### config.mk
export PLATFORM = sky130hd
export DESIGN_NAME = popcount25_thermo_gen
export DESIGN_NICKNAME = d
export VERILOG_FILES = /design/src/rtl/popcount25_thermo_gen.sv
export SDC_FILE = /design/constraint.sdc
export NUM_CORES = 1
export LEC_CHECK = 0
export BUFFER_PORTS_ARGS = -buffer_cell sky130_fd_sc_hd__buf_2
export CORE_UTILIZATION = 30
export CTS_BUF_LIST = sky130_fd_sc_hd__clkbuf_4 sky130_fd_sc_hd__clkbuf_8
export DETAILED_ROUTE_END_ITERATION = 12
export PLACE_DENSITY = 0.47
export SLEW_MARGIN = 40
export SYNTH_ARGS = -nofsm -noshare
export SYNTH_HDL_FRONTEND = slang
export SYNTH_SLANG_ARGS = --single-unit
### constraint.sdc
create_clock -name clk -period 2.9 [get_ports clk]
set_input_delay 0.58 -clock clk [delete_from_list [all_inputs] [get_ports clk]]
set_output_delay 0.58 -clock clk [all_outputs]
set_load 0.005 [all_outputs]
### src/rtl/popcount25_thermo_gen.sv
// Count-to-thermometer generator: turns a count into an N-bit LSB-first thermometer word,
// presented both as a registered parallel vector and as an N-beat valid/ready serial frame.
module popcount25_thermo_gen #(
  parameter int N  = 25,
  parameter int CW = 5
) (
  input  logic          clk,
  input  logic          rst_n,
  input  logic [CW-1:0] in_count,
  input  logic          in_valid,
  output logic          in_ready,
  output logic          out_bit,
  output logic          out_valid,
  input  logic          out_ready,
  output logic          out_last,
  output logic [N-1:0]  out_vec,
  output logic          out_vec_stb,
  output logic          sat_flag
);

  typedef enum logic {IDLE, EMIT} state_t;

  state_t        state, state_nxt;
  logic [CW-1:0] idx, idx_nxt;
  logic [CW-1:0] cnt_r;
  logic [CW-1:0] cnt_sat;
  logic          take;

  function automatic logic [CW-1:0] clamp_count(input logic [CW-1:0] c);
    return (c > CW'(N)) ? CW'(N) : c;
  endfunction

  function automatic logic [N-1:0] thermo(input logic [CW-1:0] c);
    logic [N-1:0] v;
    for (int i = 0; i < N; i++) v[i] = (CW'(i) < c);
    return v;
  endfunction

  assign cnt_sat = clamp_count(in_count);

  always_ff @(posedge clk or negedge rst_n) begin
    if (!rst_n) state <= IDLE;
    else        state <= state_nxt;
  end

  // A transfer on the last-beat handshake overrides the return to IDLE, giving gapless frames.
  always_comb begin
    state_nxt = state;
    idx_nxt   = idx;
    out_valid = 1'b0;
    out_bit   = 1'b0;
    out_last  = 1'b0;
    in_ready  = 1'b0;
    case (state)
      IDLE: in_ready = 1'b1;
      EMIT: begin
        out_valid = 1'b1;
        out_bit   = (idx < cnt_r);
        out_last  = (idx == CW'(N - 1));
        in_ready  = out_ready && out_last;
        if (out_ready) begin
          if (out_last) begin
            state_nxt = IDLE;
            idx_nxt   = '0;
          end else begin
            idx_nxt = idx + CW'(1);
          end
        end
      end
      default: state_nxt = IDLE;
    endcase
    take = in_valid && in_ready;
    if (take) begin
      state_nxt = EMIT;
      idx_nxt   = '0;
    end
  end

  always_ff @(posedge clk or negedge rst_n) begin
    if (!rst_n) begin
      idx         <= '0;
      cnt_r       <= '0;
      out_vec     <= '0;
      out_vec_stb <= 1'b0;
      sat_flag    <= 1'b0;
    end else begin
      idx         <= idx_nxt;
      out_vec_stb <= take;
      if (take) begin
        cnt_r    <= cnt_sat;
        sat_flag <= (in_count > CW'(N));
        out_vec  <= thermo(cnt_sat);
      end
    end
  end

endmodule
# After elaboration in Yosys (flattened, before gate mapping)
# Cells that the tools add are included.
# Widths: inputs -> output; s select.
# totals
output_inout_bits	31
in_bits	9
regBits	38
wordCells	54
# classes
eq_ne	1
bitwise	1
n_addsub	1
order_cmp	27
mux	13
reduce_logical	5
# ops
operator	n
$lt 5x5->1 const A	9
$lt 4x5->1 const A	8
$mux 5	5
$lt 3x5->1 const A	4
$lt 1x5->1 const A	2
$lt 2x5->1 const A	2
$mux 1	7
$add 5x1->5 const B	1
$eq 5x5->1 const B	1
$gt 5x5->1 const B	1
$lt 5x5->1	1
$reduce_bool 2->1	2
$logic_and 1x1->1	2
$pmux 1 s2	1
$reduce_and 2->1	1
$not 1->1	1

# Depth between registers and ports, before layout
# Gate-level depths: netlist of the first run.
# logic_depth
word_depth	6
mapped_depth	6
depth_no_buf	5

# Worst setup path after synthesis of the first run
# OpenSTA, ideal clock, no wires.
# synth_path
kind	reg-to-reg
startpoint	reg idx[0]
endpoint	reg cnt_r[0]
stages_incl_launch_ff	7
period_less_slack_ns	1.647
setup_ns	0.125
arrival_ns	1.522
setup_slack_ns	1.253
t_required_ns	2.775
cell_sequence	dfrtp_1 -> inv_1 -> ha_1 -> nand4b_4 -> o22ai_4 -> buf_12 -> mux2_4
# synth_between
elab_chain_len	4
# synth_rtl
item	line_no	rtl
start, declared	24	logic [CW-1:0] idx, idx_nxt;
start signal, assigned	87	idx <= idx_nxt;
$eq 5x5->1	59	out_last = (idx == CW'(N - 1));
$logic_and 1x1->1	60	in_ready = out_ready && out_last;
$pmux 1 s2	54	case (state)
$logic_and 1x1->1	72	take = in_valid && in_ready;
end signal, assigned	90	cnt_r <= cnt_sat;
end, declared	25	logic [CW-1:0] cnt_r;
# No other way between the ends.
# A chain may end at the register's enable or synchronous reset.

# Worst setup path in the final report of the first run
# layout_path
startpoint	reg idx[0]
endpoint	out in_ready
# layout_between
elab_chain_len	3
# layout_rtl
item	line_no	rtl
$eq 5x5->1	59	
$logic_and 1x1->1	60	
$pmux 1 s2	54	
end, declared	11	output logic in_ready,
# No other way between the ends.

==> results of run 1 <==
## registers in the layout, summed over array words and instances, names as in the netlist
name / cells
state: 1
out_vec: 25
idx: 5
sat_flag: 1
cnt_r: 4
out_vec_stb: 1
## cells in the mapped netlist, types with 4 or more instances
cell	n
inv_1	18
a21oi_1	6
ha_1	6
clkbuf_1	5
nor2_1	7
o21ai_0	7
o21bai_1	4
buf_2	4
mux2i_1	12
nand2_1	15
mux2_4	18
nand3_1	4
dfrtp_1	37
## power groups by stage
| stage | clock network, uW | logic [uW] | registers, uW |
|---|---|---|---|
| after global placement | 0 | 733 | 918 |
| after detailed placement | 0 | 737 | 912 |
| final | 380 | 717 | 909 |
| after CTS | 398 | 736 | 911 |
| after global routing | 406 | 808 | 939 |
| after floorplan | 0 | 458 | 898 |
## cell families after synthesis
logic type      count (synthesis)  synth area share, %
simple gates                   36                 9.16
flops                          37                 45.8
fa+ha+maj                       6                 3.72
buf+inv                        32                 8.36
compound gates                 36                 13.1
mux                            31                 19.9
## worst max-delay path, delay by kind of cell, from the launching register on
kind	cells	cell delay [ns]
buffers and inverters	2	0.24
AO/OA/AOI/OAI	1	0.25
flip-flops	1	0.44
adder cells (fa/ha/maj)	1	0.19
AND/OR/NAND/NOR	1	0.18
## through the flow
stage                     utilization (%)  instances  setup WS [ns]  hold WS [ns]  total power (uW)
after global routing                 36.1        289          0.626         0.295              2150
final                                36.1        289          0.733         0.252              2010
after global placement               34.7        282          0.822         0.497              1650
after detailed placement             34.7        282          0.768         0.495              1650
after CTS                            36.1        289          0.707         0.275              2050
after floorplan                         -        178           1.25         0.284              1360
## layout make-up
class	instances	area, um^2
Fill cell	655	4100
Inverter	18	67.6
Sequential cell	37	926
Tap cell	77	96.3
Clock buffer	7	90.1
Multi-Input combinational cell	109	926
Timing Repair Buffer	41	213
## routing by layer
layer | wire [um] | GRT usage [%] | vias up
met5 | 0 | 0 | -
met4 | 51 | 4.23 | 0
met3 | 179 | 4.06 | 5
met2 | 1990 | 20.0 | 29
met1 | 2070 | 18.0 | 682
li1 | - | - | 673
## worst paths after layout
check	startpoint	end	cells past startpoint	slack (ns)
max	idx[0]$_DFFE_PN0P_	in_ready	5	0.73
min	rst_n	out_vec[12]$_DFFE_PN0P_	1	0.25
max reg2reg	idx[0]$_DFFE_PN0P_	out_vec[18]$_DFFE_PN0P_	6	0.78
min reg2reg	out_vec[12]$_DFFE_PN0P_	out_vec[12]$_DFFE_PN0P_	1	0.52
max in group asynchronous	rst_n	out_vec[18]$_DFFE_PN0P_	1	2.30
min in group clk	out_vec[12]$_DFFE_PN0P_	out_vec[12]$_DFFE_PN0P_	1	0.52
==> impl_results.md, run 1 <==
* Outcome: finished, violations left
* Failing checks: DRC
* Most frequent cells in the layout: buf_2 (38), dfrtp_1 (37), inv_1 (18), mux2_4 (18), nand2_1 (15)
* Max-slew violation count at 0
* # resized after CTS at 0
* Max incr delay on CP at approximately 0.44 ns
* Nets at approximately 230
* HPWL Detailed at about 2.8 mm
* Number of post-CTS setup repair buffers at 0
* Routability Congestion at roughly 0.7
* IO Port Bufs at 39
* DP Area at ~2200 um^2
* Layout cells sized above 1 at between 30% and 40%
* Drt wl/cell at about 15 um
* Die height at around 84 um
* Die X at between 80 and 90 um
* ANT cells at 0
* Post-Synthesis Cells at 178
* Yosys top cell by area: dfrtp_1
* Area share of the largest cell type after synthesis at between 40% and 50%
* Synth Warn # at 0
* Period utilization at about 75%
* Total Wirelength at around 4.3 mm
* Clk_lat worst skew at approximately 0.29 ns
* PD cells at between 800 and 900 nW/um^2
* Synth area leaders: dfrtp_1 (46%), mux2_4 (13%), mux2i_1 (5.9%), ha_1 (3.7%), inv_1 (3.3%)
* Synth cell types at 37
* Minimum clock period at around 2.2 ns
* # clock sinks at 37
* Sequential share of power at between 40 and 50%
* Pre-antenna DRT Iters at 9
* Most common cell after layout, fill and taps aside: buf_2
* Largest net degree at the start of global routing at 38
* Crit path kind: register to output port
* Worst path arrival time at ~1.6 ns
* CTS tree: yes
* #FFs+latches synth at 37
* Worst Hold Class: input port to asynchronous set/reset pin
* FP Rows at 29
* Worst-Margin Slew at 0.498 ns
* RSZ-0062 raised after global routing: false
* Core Box Area at ~6400 um^2
* Max Clk Rate at 0.461 GHz
* Crit-path cells: inv_1 > ha_1 > nand4b_4 > o21ai_0 > buf_2
* Max VDD drop at 0.000351 V
* Post-synthesis sequential area ratio at 45.8%
* Setup crit start kind: register
* Final Skew at around 0.0068 ns
* Synth Flop Type: dfrtp_1
* Crit. End Element: output port
* First-pass GRT wire length at between 7 and 8 mm
* Final Cell Area at around 2300 um^2
* Setup TNS Final at 0 ns
* Worst endpoint required time at 2.32 ns
* Critical path fanouts, max at 8
* Die area at around 7100 um^2
* Fin. Hold Viols at 0
* Sw Share at a little under a third
* Starting density of the core at around a third
* # hold bufs at CTS at 0
* Vias in the first global route at around 1400
* Via Count at around 1400
* Max Cap Violations at 0
* Register clock-pin slew on the reported worst setup and hold paths at 0.07 ns
* Final ANT Viol Nets at 0
* Clk buf depth at 2
* Post-Syn Nets at ~190
* H-tree depth at 2
* Syn_area_per_cell at around 11 um^2
* Switch Pwr at approximately 640 uW
* EDFF count, synth at 0
* Top Ports at 40
* Internal power at around 1400 uW
* Clock root buffer: clkbuf_8
* Slew HR at between 60% and 70%
* TritonCTS buffer count at 5
* Final Setup Violations at 0
* DRC at 3
* P_leak at roughly 0.0011 uW
* Via-per-instance ratio at ~4.8
* Total routing usage reported by global routing at between 10% and 20%
* Clk pwr share at a little under a fifth
* Slowest cell on crit path: dfrtp_1
* Initial drt markers at 62
* Grt ovf at 0
* Comb pwr share at a little over a third
* P&R area growth vs syn at 14.7%
* Cell Area, Synth at roughly 2000 um^2
* Initial antenna violation count at 0
* FFs w/ async S/R, synth at 100%
Power figures use the tool's default switching activity.
==> run 2, diff against run 1 <==
--- a/config.mk
+++ b/config.mk
@@ -5,6 +5,7 @@
 export SDC_FILE = /design/constraint.sdc
 export NUM_CORES = 1
 export LEC_CHECK = 0
+export ABC_AREA = 1
 export BUFFER_PORTS_ARGS = -buffer_cell sky130_fd_sc_hd__buf_2
 export CORE_UTILIZATION = 30
 export CTS_BUF_LIST = sky130_fd_sc_hd__clkbuf_4 sky130_fd_sc_hd__clkbuf_8
==> constraint.sdc (replaced) <==
create_clock -name clk -period 2 [get_ports clk]
set_input_delay 0.4 -clock clk [delete_from_list [all_inputs] [get_ports clk]]
set_output_delay 0.4 -clock clk [all_outputs]
set_load 0.005 [all_outputs]
==> impl_results.md, run 2 <==
* Outcome: finished, final reports clean
* Max FFs per register at 25
* Core Box Area at around 6000 um^2
* Initial drt markers at 66
* Crit. End Element: output port
* Final Skew at about 0.0051 ns
* Starting density of the core at a little under a third
* DP Area at 2180 um^2
* FP Rows at 28
* HPWL Detailed at 3.29 mm
* Total routing usage reported by global routing at 14.8%
* Period utilization at a little over nine tenths
* PD cells at 1350 nW/um^2
* Initial antenna violation count at 0
* Largest net degree at the start of global routing at 29
* Crit path launch: idx[4]$_DFFE_PN0P_
* P_leak at between 0.001 and 0.0015 uW
* Synth cell types at 23
* Cell with the most instances after synthesis: nand2_1
* Routability Congestion at around 0.80
* Die area at 6730 um^2
* Minimum clock period at about 1.9 ns
* Crit path kind: register to output port
* H-tree depth at 2
* Cell depth of the worst flop-to-flop path at 10
* Max Cap Violations at 0
* Die X at between 80 and 90 um
* TritonCTS buffer count at 5
* Post-Synthesis Cells at between 200 and 250
* #FFs+latches synth at 37
* Final ANT Viol Nets at 0
* Commonest cells in the netlist: nand2_1 (79), dfrtp_1 (37), inv_1 (20)
* Vias in the first global route at between 1500 and 2000
* Setup crit start kind: register
* Via-per-instance ratio at approximately 4.6
* Via Count at between 1500 and 2000
* Grt ovf at 0
* Clock root buffer: clkbuf_8
* Sequential share of power at approximately two fifths
* Syn_area_per_cell at 8.21 um^2
* Slew HR at 74.9%
* Largest registers: out_vec (25), idx (5), cnt_r (4)
* Pre-antenna DRT Iters at 4
* Comb pwr share at around 41%
* Worst Setup Slack, final at just under 0.1 ns
* R2R Path Start: idx[0]$_DFFE_PN0P_
* Total Wirelength at 4.44 mm
* Max-slew violation count at 0
* Worst-Margin Slew at 0.376 ns
* Switch Pwr at approximately 1200 uW
* Synth Warn # at 0
* Post-Syn Nets at 249
* RSZ-0062 raised after global routing: false
* DRC at 0
* Clk pwr share at a little under a fifth
* Most frequent cells in the layout: nand2_1 (78), buf_2 (39), dfrtp_1 (34), inv_1 (19), nor2_1 (19)
* Layout cells sized above 1 at a little under a third
* Post-synthesis sequential area ratio at approximately half
* P&R area growth vs syn at 22.5%
* FFs w/ async S/R, synth at between 90% and 100%
* ANT cells at 0
* Worst Hold Class: input port to asynchronous set/reset pin
* Synth Flop Type: dfrtp_1
* Worst endpoint required time at 1.60 ns
* Pre-CTS WS at between 0.2 and 0.3 ns
* Drt wl/cell at 12.6 um
* Yosys top cell by area: dfrtp_1
* Worst path arrival time at ~1.5 ns
* Clk buf depth at 2
* Most common cell after layout, fill and taps aside: nand2_1
* Largest reg by FF count: out_vec
* Final Cell Area at between 2000 and 2500 um^2
* Top Ports at 40
* Area share of the largest cell type after synthesis at 48.2%
* Sw Share at a little over a third
* Setup TNS Final at 0 ns
* Die height at 82.0 um
* First-pass GRT wire length at between 7 and 8 mm
* Critical path fanouts, max at 4
* Register clock-pin slew on the reported worst setup and hold paths at 0.07 ns
* # hold bufs at CTS at 0
* Nets at about 290
* Cell Area, Synth at approximately 1900 um^2
* EDFF count, synth at 0
* Internal power at approximately 2000 uW
* IO Port Bufs at 39
* Final Setup Violations at 0
* Clk_lat worst skew at 0.29 ns
* Fin. Hold Viols at 0
* CTS tree: yes
* Synth area leaders: dfrtp_1 (48%), nand2_1 (15%), o21ai_2 (6.4%), ha_1 (3.9%), inv_1 (3.9%)
* Max Clk Rate at 0.526 GHz
* Max VDD drop at between 0.0006 and 0.0007 V
* # clock sinks at 37
==> run 2: cell types whose count changed after synthesis, sizes merged, moves of 5 or more <==
cell	delta
nor2	+14
mux2	-19
mux2i	-12
nand2	+67
nand3	+7
o21ai	+21
clkbuf	-5
==> run 2: worst paths after layout <==
kind                                            to  slack (ns)
setup / recovery                           out_bit         0.1
hold / removal                cnt_r[0]$_DFFE_PN0P_        0.02
setup reg to reg           out_vec[19]$_DFFE_PN0P_        0.41
hold reg to reg            out_vec[19]$_DFFE_PN0P_        0.48
max in group asynchronous  out_vec[13]$_DFFE_PN0P_        1.47
min in group clk                idx[0]$_DFFE_PN0P_        0.41
==> run 2: cell type report <==
cell class,instances,area (um^2)
clock inverter,1,5.00
multi-input combinational,165,872
tap,75,93.8
timing repair buffer,46,273
inverter,22,83.8
clock buffer,7,96.3
sequential,37,930
fill,635,3710
==> run 2: worst max-delay path, cell delays in order, from the launching register on <==
cell	delay [ns]
dfrtp_1	0.44
ha_4	0.30
nand2_2	0.05
inv_1	0.04
nand3_1	0.06
a21oi_2	0.13
nor3_2	0.06
buf_2	0.12
==> run 2: cells by family after synthesis <==
family	share of synthesized area, %
simple gates	26.0
buf+inv	8.72
flops	48.2
compound gates	13.2
fa+ha+maj	3.91
==> run 2: metal layers <==
metal  vias to the layer above  GRT usage [%]  share of wire, %
li1                        829              -                 -
met2                        39           23.6                46
met4                         0           6.32               1.8
met1                       757           19.5                48
met5                         -              0                 0
met3                         8           2.67               4.8
==> run 2: repair_timing <==
item,CTS,global route
pin swaps,0,3
setup endpoints to repair,1,1
buffers inserted,1,2
resized for setup,1,11
==> run 2: metrics by stage <==
step           util [%]  instances  hold WS [ns]  power, uW
2_1_floorplan         -        234         0.104       2020
3_3_place_gp       36.0        342         0.352       2470
3_5_place_dp       36.0        342         0.347       2470
4_1_cts            37.8        351        0.0250       3100
5_1_grt            38.8        353        0.0329       3480
6_report           38.8        353        0.0167       3180
==> run 2: power by group through the flow <==
| stage | Clock (uW) | Sequential [uW] | Combinational (uW) |
|---|---|---|---|
| finish | 583 | 1310 | 1290 |
| global route | 637 | 1350 | 1500 |
| CTS | 612 | 1310 | 1180 |
| detailed placement | 0 | 1340 | 1140 |
| global placement | 0 | 1330 | 1130 |
| floorplan | 0 | 1320 | 696 |
==> run 3, diff against run 2 <==
--- a/config.mk
+++ b/config.mk
@@ -7,10 +7,13 @@
 export LEC_CHECK = 0
 export ABC_AREA = 1
 export BUFFER_PORTS_ARGS = -buffer_cell sky130_fd_sc_hd__buf_2
+export CELL_PAD_IN_SITES_DETAIL_PLACEMENT = 1
+export CELL_PAD_IN_SITES_GLOBAL_PLACEMENT = 2
 export CORE_UTILIZATION = 30
 export CTS_BUF_LIST = sky130_fd_sc_hd__clkbuf_4 sky130_fd_sc_hd__clkbuf_8
 export DETAILED_ROUTE_END_ITERATION = 12
-export PLACE_DENSITY = 0.47
+export PLACE_DENSITY = 0.74
+export REMOVE_ABC_BUFFERS = 1
 export SLEW_MARGIN = 40
 export SYNTH_ARGS = -nofsm -noshare
 export SYNTH_HDL_FRONTEND = slang
==> impl_results.md, run 3 (synthesis gave the netlist of run 2 again) <==
* Outcome: finished, final reports clean
* HPWL Detailed at between 3 and 4 mm
* Most common cell after layout, fill and taps aside: nand2_1
* Max Cap Violations at 0
* Final ANT Viol Nets at 0
* IO Port Bufs at 39
* DRC at 0
* Clk_lat worst skew at 0.29 ns
* TritonCTS buffer count at 5
* Pre-antenna DRT Iters at 4
* Slew HR at around two thirds
* Final Cell Area at roughly 2300 um^2
* Crit. End Element: output port
* Largest reg by FF count: out_vec
* Max VDD drop at around 0.0004 V
* Worst Hold Class: input port to asynchronous set/reset pin
* Layout cells sized above 1 at around 30%
* DP Area at around 2200 um^2
* Largest registers: out_vec (25), idx (5), cnt_r (4)
* Worst-Margin Slew at slightly below 0.5 ns
* # hold bufs at CTS at 0
* Core Box Area at approximately 6100 um^2
* Period utilization at slightly below 100%
* Via Count at between 1500 and 2000
* Die height at just over 80 um
* Max-slew violation count at 0
* Register clock-pin slew on the reported worst setup and hold paths at about 0.080 ns
* First-pass GRT wire length at between 8 and 9 mm
* Minimum clock period at 1.94 ns
* ANT cells at 0
* Critical path fanouts, max at 2
* H-tree depth at 2
* Starting density of the core at 31.7%
* Worst path arrival time at approximately 1.5 ns
* Nets at approximately 290
* Vias in the first global route at about 1700
* CTS tree: yes
* PD cells at about 1300 nW/um^2
* R2R Path Start: idx[0]$_DFFE_PN0P_
* Setup crit start kind: register
* Top Ports at 40
* Crit Reg-Reg Endpoint: out_vec[13]$_DFFE_PN0P_
* Final Skew at between 0.004 and 0.005 ns
* P_leak at between 0.001 and 0.0015 uW
* Crit path kind: register to output port
* Total routing usage reported by global routing at roughly 17%
* P&R area growth vs syn at 21.9%
* Via-per-instance ratio at approximately 4.6
* Cell depth of the worst flop-to-flop path at 10
* Routability Congestion at about 0.74
* Reg2Reg Setup Slack at 0.39 ns
* Drt wl/cell at ~14 um
* Initial antenna violation count at 0
* Largest net degree at the start of global routing at 32
* Most frequent cells in the layout: nand2_1 (79), buf_2 (39), dfrtp_1 (35), inv_1 (19), nor2_1 (19)
* Initial drt markers at 26
* FP Rows at 28
* Clock root buffer: clkbuf_8
* # clock sinks at 37
* Grt ovf at 0
* Final Setup Violations at 0
* Fin. Hold Viols at 0
* Max FFs per register at 25
* Total Wirelength at ~5.0 mm
* Clk buf depth at 2
* Final hold slack at about 0.066 ns
* Max Clk Rate at a little over 0.5 GHz
* Setup TNS Final at 0 ns
* Worst endpoint required time at between 1.5 and 2 ns
* Die area at between 6000 and 7000 um^2
* Die X at roughly 80 um
[run 3: cell count changes in the layout (fill, tap and decap cells not counted), moves of 2 or more]
cell      previous run  this run
a21oi_1              5         7
a21oi_2              3         1
buf_4                5         7
clkbuf_8             7         5
[run 3: cell type report]
type                       instances  area (um^2)
fill                             754         3720
sequential                        37          928
multi-input combinational        165          862
timing repair buffer              48          288
tap                               75         93.8
inverter                          22         83.8
clock buffer                       6         76.3
clock inverter                     2         10.0
[run 3: worst max-delay path by stage]
stage / startpoint / endpoint / slack [ns]
4_1_cts: out_vec[15]$_DFFE_PN0P_ / out_bit / -0.0002
2_1_floorplan: idx[0]$_DFFE_PN0P_ / out_vec[2]$_DFFE_PN0P_ / -0.06
6_report: idx[4]$_DFFE_PN0P_ / out_bit / 0.06
5_1_grt: cnt_r[2]$_DFFE_PN0P_ / out_bit / -0.03
3_5_place_dp: idx[4]$_DFFE_PN0P_ / out_bit / 0.24
3_3_place_gp: idx[4]$_DFFE_PN0P_ / out_bit / 0.25
[run 3: through the flow]
step	util [%]	setup slack (ns)	cells	power [uW]
CTS	38.2	-0.000210	354	3120
floorplan	-	-0.0555	224	1980
global placement	36.1	0.255	343	2480
detailed placement	36.1	0.238	343	2520
global route	38.6	-0.0305	355	3450
finish	38.6	0.0566	355	3150
[run 3: worst max-delay path, cell delays in order, from the launching register on]
cell and delay [ns]:
dfrtp_1 0.40, ha_1 0.29, a21oi_1 0.13, o21ai_1 0.10
nor3_2 0.19, buf_2 0.14
[run 3: what timing repair did]
item                                    CTS  global route
resized for setup                         2             6
pin swaps                                 2             1
setup buffers                             3             1
endpoints found under the setup margin    1             1
[run 3: power by group]
group | total (uW) | internal, uW | leakage (uW) | switching [uW]
clock | 528 | 255 | 0.0000484 | 273
combinational | 1320 | 625 | 0.000741 | 698
sequential | 1290 | 1090 | 0.000454 | 206
[run 3: routing by layer]
layer | routed length, um | GRT usage (%) | vias to the layer above
met1 | 2370 | 22.2 | 787
met3 | 164 | 4.33 | 6
met5 | 0 | 0 | -
li1 | - | - | 831
met2 | 2370 | 26.4 | 22
met4 | 55 | 4.21 | 0
